===== src/rtl/mvm_pkg.sv =====
// Shared types and helpers for the mvm_engine matrix-vector multiplier.
// Define MVM_SIGNED_EN to treat operands and results as two's complement.
package mvm_pkg;

    typedef enum logic [1:0] {
        IDLE = 2'd0,
        RUN  = 2'd1,
        DONE = 2'd2
    } state_t;

    localparam int DEF_DATA_WIDTH = 8;
    localparam int DEF_OUT_WIDTH  = 24;

`ifdef MVM_SIGNED_EN
    localparam bit SIGNED_EN = 1'b1;
    typedef logic signed [DEF_DATA_WIDTH-1:0] operand_t;
    typedef logic signed [DEF_OUT_WIDTH-1:0]  acc_t;
`else
    localparam bit SIGNED_EN = 1'b0;
    typedef logic [DEF_DATA_WIDTH-1:0] operand_t;
    typedef logic [DEF_OUT_WIDTH-1:0]  acc_t;
`endif

    // Smallest accumulator that cannot overflow over a full row.
    function automatic int min_out_width(input int data_width, input int cols);
        return 2 * data_width + $clog2(cols);
    endfunction

endpackage


===== src/rtl/mvm_mac_lane.sv =====
// One MAC lane: a COLS-deep A-row FIFO feeding a multiply-accumulate.
// Operand signedness follows MVM_SIGNED_EN.
module mvm_mac_lane
    import mvm_pkg::*;
#(
    parameter int COLS       = 8,
    parameter int DATA_WIDTH = 8,
    parameter int OUT_WIDTH  = 24
) (
    input  logic                  clk,
    input  logic                  rst_n,
    input  logic                  clr_n,
    input  logic                  run,
    input  logic                  zero_acc,
    input  logic                  wren,
    input  logic [DATA_WIDTH-1:0] din,
    input  logic                  consume,
    input  logic [DATA_WIDTH-1:0] b_val,
    output logic [OUT_WIDTH-1:0]  acc,
    output logic                  full_nxt,
    output logic                  wr_err
);

    localparam int PW     = (COLS > 1) ? $clog2(COLS) : 1;
    localparam int CW     = $clog2(COLS + 1);
    localparam int PROD_W = 2 * DATA_WIDTH;
    localparam logic [CW-1:0] DEPTH    = CW'(COLS);
    localparam logic [PW-1:0] LAST_PTR = PW'(COLS - 1);

    logic [DATA_WIDTH-1:0] mem_r [COLS];
    logic [PW-1:0]         wp_r;
    logic [PW-1:0]         rp_r;
    logic [CW-1:0]         cnt_r;
    logic [CW-1:0]         cnt_nxt;
    logic                  full_s;
    logic                  wr_ok_s;
    logic [PROD_W-1:0]     prod_s;
    logic [OUT_WIDTH-1:0]  prod_ext_s;

    assign full_s   = (cnt_r == DEPTH);
    assign wr_ok_s  = wren && !run && !full_s;
    assign wr_err   = wren && (run || full_s);
    assign full_nxt = (cnt_nxt == DEPTH);

`ifdef MVM_SIGNED_EN
    assign prod_s = $signed(mem_r[rp_r]) * $signed(b_val);
`else
    assign prod_s = mem_r[rp_r] * b_val;
`endif
    assign prod_ext_s = {{(OUT_WIDTH - PROD_W){SIGNED_EN & prod_s[PROD_W-1]}}, prod_s};

    // FIFO occupancy next value; writes and pops never coincide.
    always_comb begin
        cnt_nxt = cnt_r;
        if (!clr_n) begin
            cnt_nxt = '0;
        end else if (wr_ok_s) begin
            cnt_nxt = cnt_r + CW'(1);
        end else if (consume) begin
            cnt_nxt = cnt_r - CW'(1);
        end else begin
            cnt_nxt = cnt_r;
        end
    end

    // FIFO pointers and occupancy.
    always_ff @(posedge clk or negedge rst_n) begin
        if (!rst_n) begin
            wp_r  <= '0;
            rp_r  <= '0;
            cnt_r <= '0;
        end else if (!clr_n) begin
            wp_r  <= '0;
            rp_r  <= '0;
            cnt_r <= '0;
        end else begin
            cnt_r <= cnt_nxt;
            if (wr_ok_s) wp_r <= (wp_r == LAST_PTR) ? '0 : wp_r + PW'(1);
            else         wp_r <= wp_r;
            if (consume) rp_r <= (rp_r == LAST_PTR) ? '0 : rp_r + PW'(1);
            else         rp_r <= rp_r;
        end
    end

    // FIFO storage.
    always_ff @(posedge clk) begin
        if (clr_n && wr_ok_s) mem_r[wp_r] <= din;
    end

    // Accumulator.
    always_ff @(posedge clk or negedge rst_n) begin
        if (!rst_n)         acc <= '0;
        else if (!clr_n)    acc <= '0;
        else if (zero_acc)  acc <= '0;
        else if (consume)   acc <= acc + prod_ext_s;
        else                acc <= acc;
    end

endmodule


===== src/rtl/mvm_engine.sv =====
// Matrix-vector multiply engine: FSM, shared B FIFO and B skew chain feeding ROWS MAC lanes.
// Define MVM_SIGNED_EN for two's complement operation.
module mvm_engine
    import mvm_pkg::*;
#(
    parameter int ROWS       = 8,
    parameter int COLS       = 8,
    parameter int DATA_WIDTH = 8,
    parameter int OUT_WIDTH  = 24
) (
    input  logic                  clk,
    input  logic                  rst_n,
    input  logic                  Clr,
    input  logic [ROWS-1:0]       a_wren,
    input  logic [DATA_WIDTH-1:0] a_fifo_in [ROWS],
    input  logic                  b_wren,
    input  logic [DATA_WIDTH-1:0] b_fifo_in,
    input  logic                  start,
    output logic                  ready,
    output logic                  busy,
    output logic                  done,
    output logic                  err,
    output logic [OUT_WIDTH-1:0]  out [ROWS]
);

    localparam int PW   = (COLS > 1) ? $clog2(COLS) : 1;
    localparam int FW   = $clog2(COLS + 1);
    localparam int TW   = $clog2(COLS + ROWS + 1);
    localparam logic [FW-1:0] DEPTH    = FW'(COLS);
    localparam logic [PW-1:0] LAST_PTR = PW'(COLS - 1);
    localparam logic [TW-1:0] B_CYCLES = TW'(COLS);
    localparam logic [TW-1:0] LAST_CNT = TW'(COLS + ROWS);

    if (OUT_WIDTH < min_out_width(DATA_WIDTH, COLS)) begin : g_width_check
        $error("mvm_engine: OUT_WIDTH too small for DATA_WIDTH and COLS");
    end

    state_t                state_r, state_nxt;
    logic [TW-1:0]         cnt_r;
    logic [DATA_WIDTH-1:0] b_mem_r [COLS];
    logic [PW-1:0]         b_wp_r, b_rp_r;
    logic [FW-1:0]         b_cnt_r, b_cnt_nxt;
    logic [DATA_WIDTH-1:0] b_chain_r [ROWS];
    logic [ROWS-1:0]       b_vld_r;
    logic [ROWS-1:0]       lane_full_nxt_s;
    logic [ROWS-1:0]       lane_err_s;
    logic                  run_s, start_ok_s, start_err_s;
    logic                  b_full_s, b_wr_ok_s, b_err_s, b_pop_s;
    logic                  busy_nxt, done_nxt, ready_nxt, err_nxt;

    assign run_s       = (state_r == RUN);
    assign start_ok_s  = Clr && start && ready && !run_s;
    assign start_err_s = start && !ready && !run_s;
    assign b_full_s    = (b_cnt_r == DEPTH);
    assign b_wr_ok_s   = b_wren && !run_s && !b_full_s;
    assign b_err_s     = b_wren && (run_s || b_full_s);
    assign b_pop_s     = run_s && (cnt_r < B_CYCLES);

    // State register.
    always_ff @(posedge clk or negedge rst_n) begin
        if (!rst_n) state_r <= IDLE;
        else        state_r <= state_nxt;
    end

    // Next-state logic; Clr overrides everything.
    always_comb begin
        state_nxt = state_r;
        case (state_r)
            IDLE, DONE: begin
                if (start_ok_s) state_nxt = RUN;
                else            state_nxt = state_r;
            end
            RUN: begin
                if (cnt_r == LAST_CNT) state_nxt = DONE;
                else                   state_nxt = RUN;
            end
            default: state_nxt = IDLE;
        endcase
        if (!Clr) state_nxt = IDLE;
        else      state_nxt = state_nxt;
    end

    // Next values of the registered status outputs.
    always_comb begin
        busy_nxt  = (state_nxt == RUN);
        done_nxt  = run_s && (state_nxt == DONE);
        ready_nxt = (state_nxt != RUN) && (&lane_full_nxt_s) && (b_cnt_nxt == DEPTH);
        if (!Clr) err_nxt = 1'b0;
        else      err_nxt = err || (|lane_err_s) || b_err_s || start_err_s;
    end

    // Registered status outputs.
    always_ff @(posedge clk or negedge rst_n) begin
        if (!rst_n) begin
            busy  <= 1'b0;
            done  <= 1'b0;
            ready <= 1'b0;
            err   <= 1'b0;
        end else begin
            busy  <= busy_nxt;
            done  <= done_nxt;
            ready <= ready_nxt;
            err   <= err_nxt;
        end
    end

    // RUN cycle counter, restarted whenever a run is accepted.
    always_ff @(posedge clk or negedge rst_n) begin
        if (!rst_n)          cnt_r <= '0;
        else if (!Clr)       cnt_r <= '0;
        else if (start_ok_s) cnt_r <= '0;
        else if (run_s)      cnt_r <= cnt_r + TW'(1);
        else                 cnt_r <= cnt_r;
    end

    // B FIFO occupancy next value.
    always_comb begin
        b_cnt_nxt = b_cnt_r;
        if (!Clr)           b_cnt_nxt = '0;
        else if (b_wr_ok_s) b_cnt_nxt = b_cnt_r + FW'(1);
        else if (b_pop_s)   b_cnt_nxt = b_cnt_r - FW'(1);
        else                b_cnt_nxt = b_cnt_r;
    end

    // B FIFO pointers and occupancy.
    always_ff @(posedge clk or negedge rst_n) begin
        if (!rst_n) begin
            b_wp_r  <= '0;
            b_rp_r  <= '0;
            b_cnt_r <= '0;
        end else if (!Clr) begin
            b_wp_r  <= '0;
            b_rp_r  <= '0;
            b_cnt_r <= '0;
        end else begin
            b_cnt_r <= b_cnt_nxt;
            if (b_wr_ok_s) b_wp_r <= (b_wp_r == LAST_PTR) ? '0 : b_wp_r + PW'(1);
            else           b_wp_r <= b_wp_r;
            if (b_pop_s)   b_rp_r <= (b_rp_r == LAST_PTR) ? '0 : b_rp_r + PW'(1);
            else           b_rp_r <= b_rp_r;
        end
    end

    // B FIFO storage.
    always_ff @(posedge clk) begin
        if (Clr && b_wr_ok_s) b_mem_r[b_wp_r] <= b_fifo_in;
    end

    // Skew chain: stage r reaches lane r, which therefore lags lane 0 by r cycles.
    always_ff @(posedge clk or negedge rst_n) begin
        if (!rst_n) begin
            b_vld_r <= '0;
            for (int i = 0; i < ROWS; i++) b_chain_r[i] <= '0;
        end else if (!Clr) begin
            b_vld_r <= '0;
            for (int i = 0; i < ROWS; i++) b_chain_r[i] <= '0;
        end else begin
            b_vld_r[0]   <= b_pop_s;
            b_chain_r[0] <= b_mem_r[b_rp_r];
            for (int i = 1; i < ROWS; i++) begin
                b_vld_r[i]   <= b_vld_r[i-1];
                b_chain_r[i] <= b_chain_r[i-1];
            end
        end
    end

    for (genvar r = 0; r < ROWS; r++) begin : g_lane
        mvm_mac_lane #(
            .COLS       (COLS),
            .DATA_WIDTH (DATA_WIDTH),
            .OUT_WIDTH  (OUT_WIDTH)
        ) u_lane (
            .clk      (clk),
            .rst_n    (rst_n),
            .clr_n    (Clr),
            .run      (run_s),
            .zero_acc (start_ok_s),
            .wren     (a_wren[r]),
            .din      (a_fifo_in[r]),
            .consume  (b_vld_r[r]),
            .b_val    (b_chain_r[r]),
            .acc      (out[r]),
            .full_nxt (lane_full_nxt_s[r]),
            .wr_err   (lane_err_s[r])
        );
    end

endmodule


===== config.mk =====
export PLATFORM = sky130hd
export DESIGN_NAME = mvm_engine
export DESIGN_NICKNAME = d
export VERILOG_FILES = /design/src/rtl/mvm_pkg.sv /design/src/rtl/mvm_mac_lane.sv /design/src/rtl/mvm_engine.sv
export SDC_FILE = /design/constraint.sdc
export NUM_CORES = 2
export LEC_CHECK = 0
export CORE_MARGIN = 5
export CORE_UTILIZATION = 60
export DETAILED_ROUTE_END_ITERATION = 6
export DONT_BUFFER_PORTS = 1
export GPL_TIMING_DRIVEN = 0
export PLACE_DENSITY_LB_ADDON = 0.3
export SKIP_CTS_REPAIR_TIMING = 1
export SLEW_MARGIN = 20
export SYNTH_ARGS = -nofsm -noshare
export SYNTH_HDL_FRONTEND = slang
export SYNTH_SLANG_ARGS = --single-unit
export TNS_END_PERCENT = 10

===== constraint.sdc =====
create_clock -name clk -period 9.1 [get_ports clk]
set_input_delay 1.82 -clock clk [delete_from_list [all_inputs] [get_ports clk]]
set_output_delay 1.82 -clock clk [all_outputs]
set_load 0.05 [all_outputs]

After elaboration in Yosys (flattened, before gate mapping)
Memories as Yosys holds them, arrays and structs flattened.
Index checks and enable logic that the tools add are counted.
{"block": "op_classes", "multipliers": 8, "add_sub_neg": 45, "n_eq_ne": 69, "n_reduce_logical": 72, "magnitude_cmp": 1, "mux": 142}
{"operator": "2-to-1 mux 24 bit", "count": 24}
{"operator": "adder 24 x 16 -> 24 bit", "count": 8}
{"operator": "2-to-1 mux 3 bit", "count": 54}
{"operator": "2-to-1 mux 4 bit", "count": 36}
{"operator": "multiplier 8 x 8 -> 16 bit", "count": 8}
{"operator": "== test 4 bit, second input constant", "count": 18}
{"operator": "2-to-1 mux 64 bit", "count": 1}
{"operator": "adder 3 x 1 -> 3 bit, second input constant", "count": 18}
{"operator": "== test 3 bit, second input constant", "count": 18}
{"operator": "logical AND 1 bit", "count": 45}
{"operator": "inequality test 2 x 1 -> 1 bit, second input constant", "count": 19}
{"operator": "adder 4 x 1 -> 4 bit, second input constant", "count": 9}
{"operator": "subtractor 4 x 1 -> 4 bit, second input constant", "count": 9}
{"operator": "inequality test 3 x 1 -> 1 bit, second input constant", "count": 9}
{"operator": "2-to-1 mux 1 bit", "count": 19}
{"operator": "2-to-1 mux 5 bit", "count": 3}
{"operator": "logical OR 1 bit", "count": 12}
{"operator": "logical NOT 1 bit", "count": 11}
{"operator": "2-to-1 mux 8 bit", "count": 1}
{"operator": "AND reduction 8 bit", "count": 1}
{"operator": "OR reduction 8 bit", "count": 1}
{"operator": "2-to-1 mux 2 bit", "count": 3}
{"operator": "adder 5 x 1 -> 5 bit, second input constant", "count": 1}
{"operator": "== test 5 bit, second input constant", "count": 1}
{"operator": "other kinds (6)", "count": 8}
{"block": "totals", "n_memories": 9, "ramBits": 576, "output_inout_bits": 196, "register_bits": 365}
{"name": "b_mem_r", "depth": 8, "width": 8, "rd": 1, "rd_ports_with_merged_regs": 0, "wr": 1, "line": "mvm_engine.sv:40", "source": "logic [DATA_WIDTH-1:0] b_mem_r [COLS];"}
{"name": "g_lane[0].u_lane.mem_r", "depth": 8, "width": 8, "rd": 1, "rd_ports_with_merged_regs": 0, "wr": 1, "line": "mvm_mac_lane.sv:30", "source": "logic [DATA_WIDTH-1:0] mem_r [COLS];"}
{"name": "g_lane[1].u_lane.mem_r", "depth": 8, "width": 8, "rd": 1, "rd_ports_with_merged_regs": 0, "wr": 1, "line": "mvm_mac_lane.sv:30"}
{"name": "g_lane[2].u_lane.mem_r", "depth": 8, "width": 8, "rd": 1, "rd_ports_with_merged_regs": 0, "wr": 1, "line": "mvm_mac_lane.sv:30"}
{"name": "g_lane[3].u_lane.mem_r", "depth": 8, "width": 8, "rd": 1, "rd_ports_with_merged_regs": 0, "wr": 1, "line": "mvm_mac_lane.sv:30"}
{"name": "g_lane[4].u_lane.mem_r", "depth": 8, "width": 8, "rd": 1, "rd_ports_with_merged_regs": 0, "wr": 1, "line": "mvm_mac_lane.sv:30"}
{"name": "+3 memories"}

Longest topological paths before layout
{"block": "depth", "depth_word": 10, "depth_mapped": 23}

By module
Synthesis repeated with hierarchy kept, for this count alone.
{"block": "unflattened", "hier_cells": 5216, "area_unflattened_um2": 61373.9}
{"mod": "mvm_mac_lane (g_lane[5].u_lane ...)", "n_inst": 2, "seq_area_each_um2": 2772.7, "area_each_um2": 6985.4, "cells_each": 616}
{"mod": "mvm_mac_lane (g_lane[1].u_lane ...)", "n_inst": 2, "seq_area_each_um2": 2772.7, "area_each_um2": 6899.1, "cells_each": 602}
{"mod": "mvm_mac_lane (g_lane[3].u_lane)", "n_inst": 1, "seq_area_each_um2": 2772.7, "area_each_um2": 7018.0, "cells_each": 606}
{"mod": "mvm_mac_lane (g_lane[4].u_lane)", "n_inst": 1, "seq_area_each_um2": 2772.7, "area_each_um2": 6937.9, "cells_each": 605}
{"mod": "mvm_mac_lane (g_lane[0].u_lane)", "n_inst": 1, "seq_area_each_um2": 2772.7, "area_each_um2": 6922.9, "cells_each": 603}
{"mod": "mvm_mac_lane (g_lane[7].u_lane)", "n_inst": 1, "seq_area_each_um2": 2772.7, "area_each_um2": 6861.6, "cells_each": 587}
{"mod": "mvm_engine", "n_inst": 1, "seq_area_each_um2": 4249.1, "area_each_um2": 5864.4, "cells_each": 379}

Worst setup path before layout
No wires, ideal clock.
{"block": "synth_path", "path_type": "register to register", "start": "reg g_lane[0].u_lane.rp_r[0]", "end": "reg g_lane[0].u_lane.acc[20]", "t_arrival_ns": 6.215, "path_slack_ns": 2.754, "stages_incl_launch_ff": 21, "t_required_ns": 8.968, "cell_sequence": "dfrtp_1 -> clkbuf_1 -> buf_2 -> mux4_2 -> mux2_2 -> and2_1 -> fa_1 -> fa_1 -> fa_1 -> inv_1 -> fa_1 -> inv_1 -> ha_1 -> a2111oi_0 -> nor3_1 -> a2111oi_1 -> o31ai_1 -> o41a_1 -> nand4_1 -> xor2_1 -> nor2_1"}
{"block": "synth_via", "elab_chain_cells": 6}
{"item": "from (decl)", "line": "mvm_mac_lane.sv:32", "source": "logic [PW-1:0] rp_r;"}
{"item": "from (signal assigned)", "line": "mvm_mac_lane.sv:80", "source": "if (consume) rp_r <= (rp_r == LAST_PTR) ? '0 : rp_r + PW'(1);"}
{"item": "from (signal assigned)", "line": "mvm_mac_lane.sv:81", "source": "else rp_r <= rp_r;"}
{"item": "memory read (8 x 8 bit)"}
{"item": "multiplier 8 x 8 -> 16 bit", "line": "mvm_mac_lane.sv:48", "source": "assign prod_s = mem_r[rp_r] * b_val;"}
{"item": "adder 24 x 16 -> 24 bit", "line": "mvm_mac_lane.sv:95", "source": "else if (consume) acc <= acc + prod_ext_s;"}
{"item": "2-to-1 mux 24 bit", "line": "mvm_mac_lane.sv:95"}
{"item": "2-to-1 mux 24 bit", "line": "mvm_mac_lane.sv:94", "source": "else if (zero_acc) acc <= '0;"}
{"item": "2-to-1 mux 24 bit", "line": "mvm_mac_lane.sv:93", "source": "else if (!clr_n) acc <= '0;"}
{"item": "to (signal assigned)", "line": "mvm_mac_lane.sv:95"}
{"item": "to (decl)", "line": "mvm_mac_lane.sv:19", "source": "output logic [OUT_WIDTH-1:0] acc,"}
Every way passes these cells. The select of a mux whose other input is x is not followed.
A chain may end at the register's enable or synchronous reset.

Worst setup path in the final report
{"block": "layout_path", "start": "reg g_lane[4].u_lane.rp_r[0]", "end": "reg g_lane[4].u_lane.acc[23]"}
{"block": "layout_via", "elab_chain_cells": 6}
{"item": "from (decl)", "line": "mvm_mac_lane.sv:32"}
{"item": "from (signal assigned)", "line": "mvm_mac_lane.sv:80"}
{"item": "from (signal assigned)", "line": "mvm_mac_lane.sv:81"}
{"item": "memory read (8 x 8 bit)"}
{"item": "multiplier 8 x 8 -> 16 bit", "line": "mvm_mac_lane.sv:48"}
{"item": "adder 24 x 16 -> 24 bit", "line": "mvm_mac_lane.sv:95"}
{"item": "2-to-1 mux 24 bit", "line": "mvm_mac_lane.sv:95"}
{"item": "2-to-1 mux 24 bit", "line": "mvm_mac_lane.sv:94"}
{"item": "2-to-1 mux 24 bit", "line": "mvm_mac_lane.sv:93"}
{"item": "to (signal assigned)", "line": "mvm_mac_lane.sv:95"}
{"item": "to (decl)", "line": "mvm_mac_lane.sv:19"}
Every way passes these cells. The select of a mux whose other input is x is not followed.

==> reports/results.ini <==
[run_status]
status=finished, violations left
violations=max-slew violations

[placed_design]
dp_hpwl_um=110000
portBuffers=0
dp_slack_ns=1.50
gp_congestion=0.886

[power]
p_int_mw=7.20
p_clk_frac=0.444
switching_share=0.233
pwr-share-seq=0.496
p_leak_nw=28.3
p_switching_mw=2.19
p_per_area_nw_per_um2=144
irDropWorstVdd_mv=0.234
combPwrFrac=0.060

[sta]
skew_ns=0.0279
tightestPinTransition_ns=1.58
tns_ns=0
hold_viol=0
layout_setup_ws_ns=1.48
min_period_ns=7.62
slew_violations=64
clock.fmax_ghz=0.131
finalSetupViolations=0
relSlewSlack=-0.0540
rsz0062_at_grt=no
fin_crit_sh=0.837

[global_route]
grt_pass1_wl_um=231000
gr-total-overflow=0
grt_pass1_vias=39500
antenna_found_initial=5
grtUsageTotal=0.283
grt_max_degree=366

[critical_path]
cp_num_buf_inv=5
critical_path_class=flip-flop to flip-flop
r2r_start=g_lane[4].u_lane.rp_r[0]
critPathCaptureType=flip-flop
cp.arrival_ns=8.17
crit_chain=clkbuf_1 -> buf_2 -> mux4_2 -> mux2i_1 -> nand2b_1 -> fa_1 -> fa_1 -> inv_1 -> fa_1 -> inv_1 -> fa_1 -> inv_1 -> ha_1 -> o21a_1 -> o31a_1 -> o211ai_1 -> a21oi_1 -> o31ai_1 -> o21ai_0 -> xnor2_1 -> nor2_1
cp_common_cell=fa_1
max_stage_delay_ns=0.91
crit_family=adder cells
cp_data_required_time_ns=9.65
cp_slowest_cell=mux2i_1
start_kind=flip-flop
worstPathMaxFanout=10
startpoint=g_lane[4].u_lane.rp_r[0]

[yosys]
ys.flop_type=edfxtp_1
seq_area_frac_synth=0.443
netlist_instances=5020
synth_seq_cells=941
synth_area_um2=59700
yosysUniqueCellTypes=85
synthArstFlopShare=0.388
synth_edf_count=576
postSynthAreaPerCell_um2=11.9
ys_warn_count=0
synth_nets=5889

[layout]
nets=6013
syn2layout_area_growth_pct=9.10
post_route_cells_drive_above_1_share=0.0888

[routing]
drt-wirelength-per-cell_um=22.8
first_pass_iters=6
num_vias=37900
drc=0
ant_nets=0
drt_iter0_drc=2733
wl_um=148000
routed_via_density=5.82

[clock_tree]
cts_buffer_depth=3
clock_latency_ns=0.70
clock_sinks=941
htree_levels=3
cts_tree=yes
cts_root_buf=clkbuf_16
path_clk_slew_ns=0.06
cts_inserted_buffers=98

[flow_run]
max-cap-violations=0

[floorplanning]
core_um2=98600
fp-row-count=115
io_pins=281
die_area_um2=106000
die_w_um=325
die_h_um=325
start_util=0.605

[hold_path]
hold_path.class=flip-flop to flip-flop
holdCritStartpoint=state_r[1]

==> path summary, 6_finish.rpt <==
check                                                end  slack [ns]  depth (start not counted)
worst max-delay path            g_lane[4].u_lane.acc[23]        1.48                         21
worst min-delay path                          state_r[1]        0.58                          2
worst max register to register  g_lane[4].u_lane.acc[23]        1.48                         21
worst min register to register                state_r[1]        0.58                          2
max in group asynchronous       g_lane[1].u_lane.wp_r[2]        7.00                          0
min in group asynchronous       g_lane[3].u_lane.acc[16]        0.89                          0
==> layout make-up <==
cell class,count,area (µm²)
fill,7202,33500
multi-input combinational,3122,29900
sequential,941,26400
inverter,821,3080
clock buffer,128,2690
tap,1287,1610
clock inverter,56,653
buffer,136,557
timing repair buffer,24,198
antenna,1,2.50
==> cells in the final DEF, fill, tap and decap left out, types with 23 or more instances in the layout <==
cell	synthesis	layout
clkbuf_1	92	97
nor2_1	331	331
or3_1	25	25
nand3_1	64	64
edfxtp_1	576	576
fa_1	400	400
mux2i_1	184	182
mux2_2	30	30
clkbuf_16	0	100
nand2b_1	132	132
nand3b_1	25	25
inv_1	818	818
a21o_1	24	24
xnor2_1	86	86
dfrtp_1	365	365
a21oi_1	126	126
nor3_1	69	59
o21ai_0	77	77
mux4_2	144	144
nor3b_2	0	27
and3_1	28	28
nand2_1	264	264
ha_1	384	384
nor2b_1	222	222
buf_1	29	27
and2_1	150	150
o21a_1	23	23
xor2_1	50	50
a211oi_1	26	26
==> state kept, by name, indices dropped and copies added (netlist names) <==
signal and cells:
g_lane.u_lane.acc 192, b_wp_r 3, g_lane.u_lane.mem_r 512, b_vld_r 8
g_lane.u_lane.rp_r 24, done 1, g_lane.u_lane.cnt_r 32, g_lane.u_lane.wp_r 24
b_cnt_r 4, b_mem_r 64, err 1, state_r 2
busy 1, b_chain_r 64, cnt_r 5, b_rp_r 3
ready 1
==> worst reg2reg max path, delay by kind of cell, from the launching register on <==
family	cells	cell delay [ns]
flops	1	0.36
buf+inv	5	1.15
fa+ha+maj	5	2.27
xor+xnor	1	0.28
compound gates	6	1.64
mux	2	1.48
simple gates	2	0.28
==> per-stage QoR <==
stage          total power [mW]  cell area (µm²)  instances  hold WS, ns   util
3_3_place_gp               5.27            61300       6307        0.550  0.622
4_1_cts                    9.45            65100       6515        0.575  0.660
2_1_floorplan              5.11            59700       5020        0.528      -
3_5_place_dp               5.30            61700       6331        0.560  0.626
5_1_grt                    9.70            65100       6515        0.612  0.660
6_report                   9.39            65100       6516        0.581  0.660
==> power by group through the flow <==
stage	clock [mW]	combinational (mW)	sequential (mW)
CTS	4.23	0.566	4.65
detailed placement	0	0.560	4.74
finish	4.17	0.563	4.65
floorplan	0	0.391	4.72
global placement	0	0.536	4.73
global route	4.42	0.628	4.66
==> cell usage after synthesis (28+ instances only) <==
cell type    n  area share
ha_1       384       0.081
mux2_2      30      0.0057
nor2b_1    222       0.023
nor2_1     331       0.021
nor3_1      69      0.0058
nand3_1     64      0.0054
and3_1      28      0.0029
dfrtp_1    365        0.15
clkbuf_1    92      0.0058
nand2_1    264       0.017
inv_1      818       0.051
nor3b_1     36      0.0045
buf_1       29      0.0018
nand2b_1   132       0.014
mux2i_1    184       0.031
a21oi_1    126       0.011
xor2_1      50      0.0073
fa_1       400        0.13
mux4_2     144       0.054
o21ai_0     77      0.0065
xnor2_1     86       0.013
and2_1     150       0.016
edfxtp_1   576        0.29
==> logic make-up after synthesis <==
family	count (synthesis)	share of synthesized area
simple gates	1437	0.126
buf+inv	957	0.0606
flops	941	0.443
fa+ha+maj	784	0.215
compound gates	407	0.0446
mux	358	0.0909
xor+xnor	136	0.0200
==> routing by layer <==
layer,track usage,share of wire
met5,0,0.00012
met4,0.115,0.044
met3,0.0759,0.084
met2,0.466,0.48
met1,0.361,0.39
No activity file was read; power rests on OpenSTA's default activity.
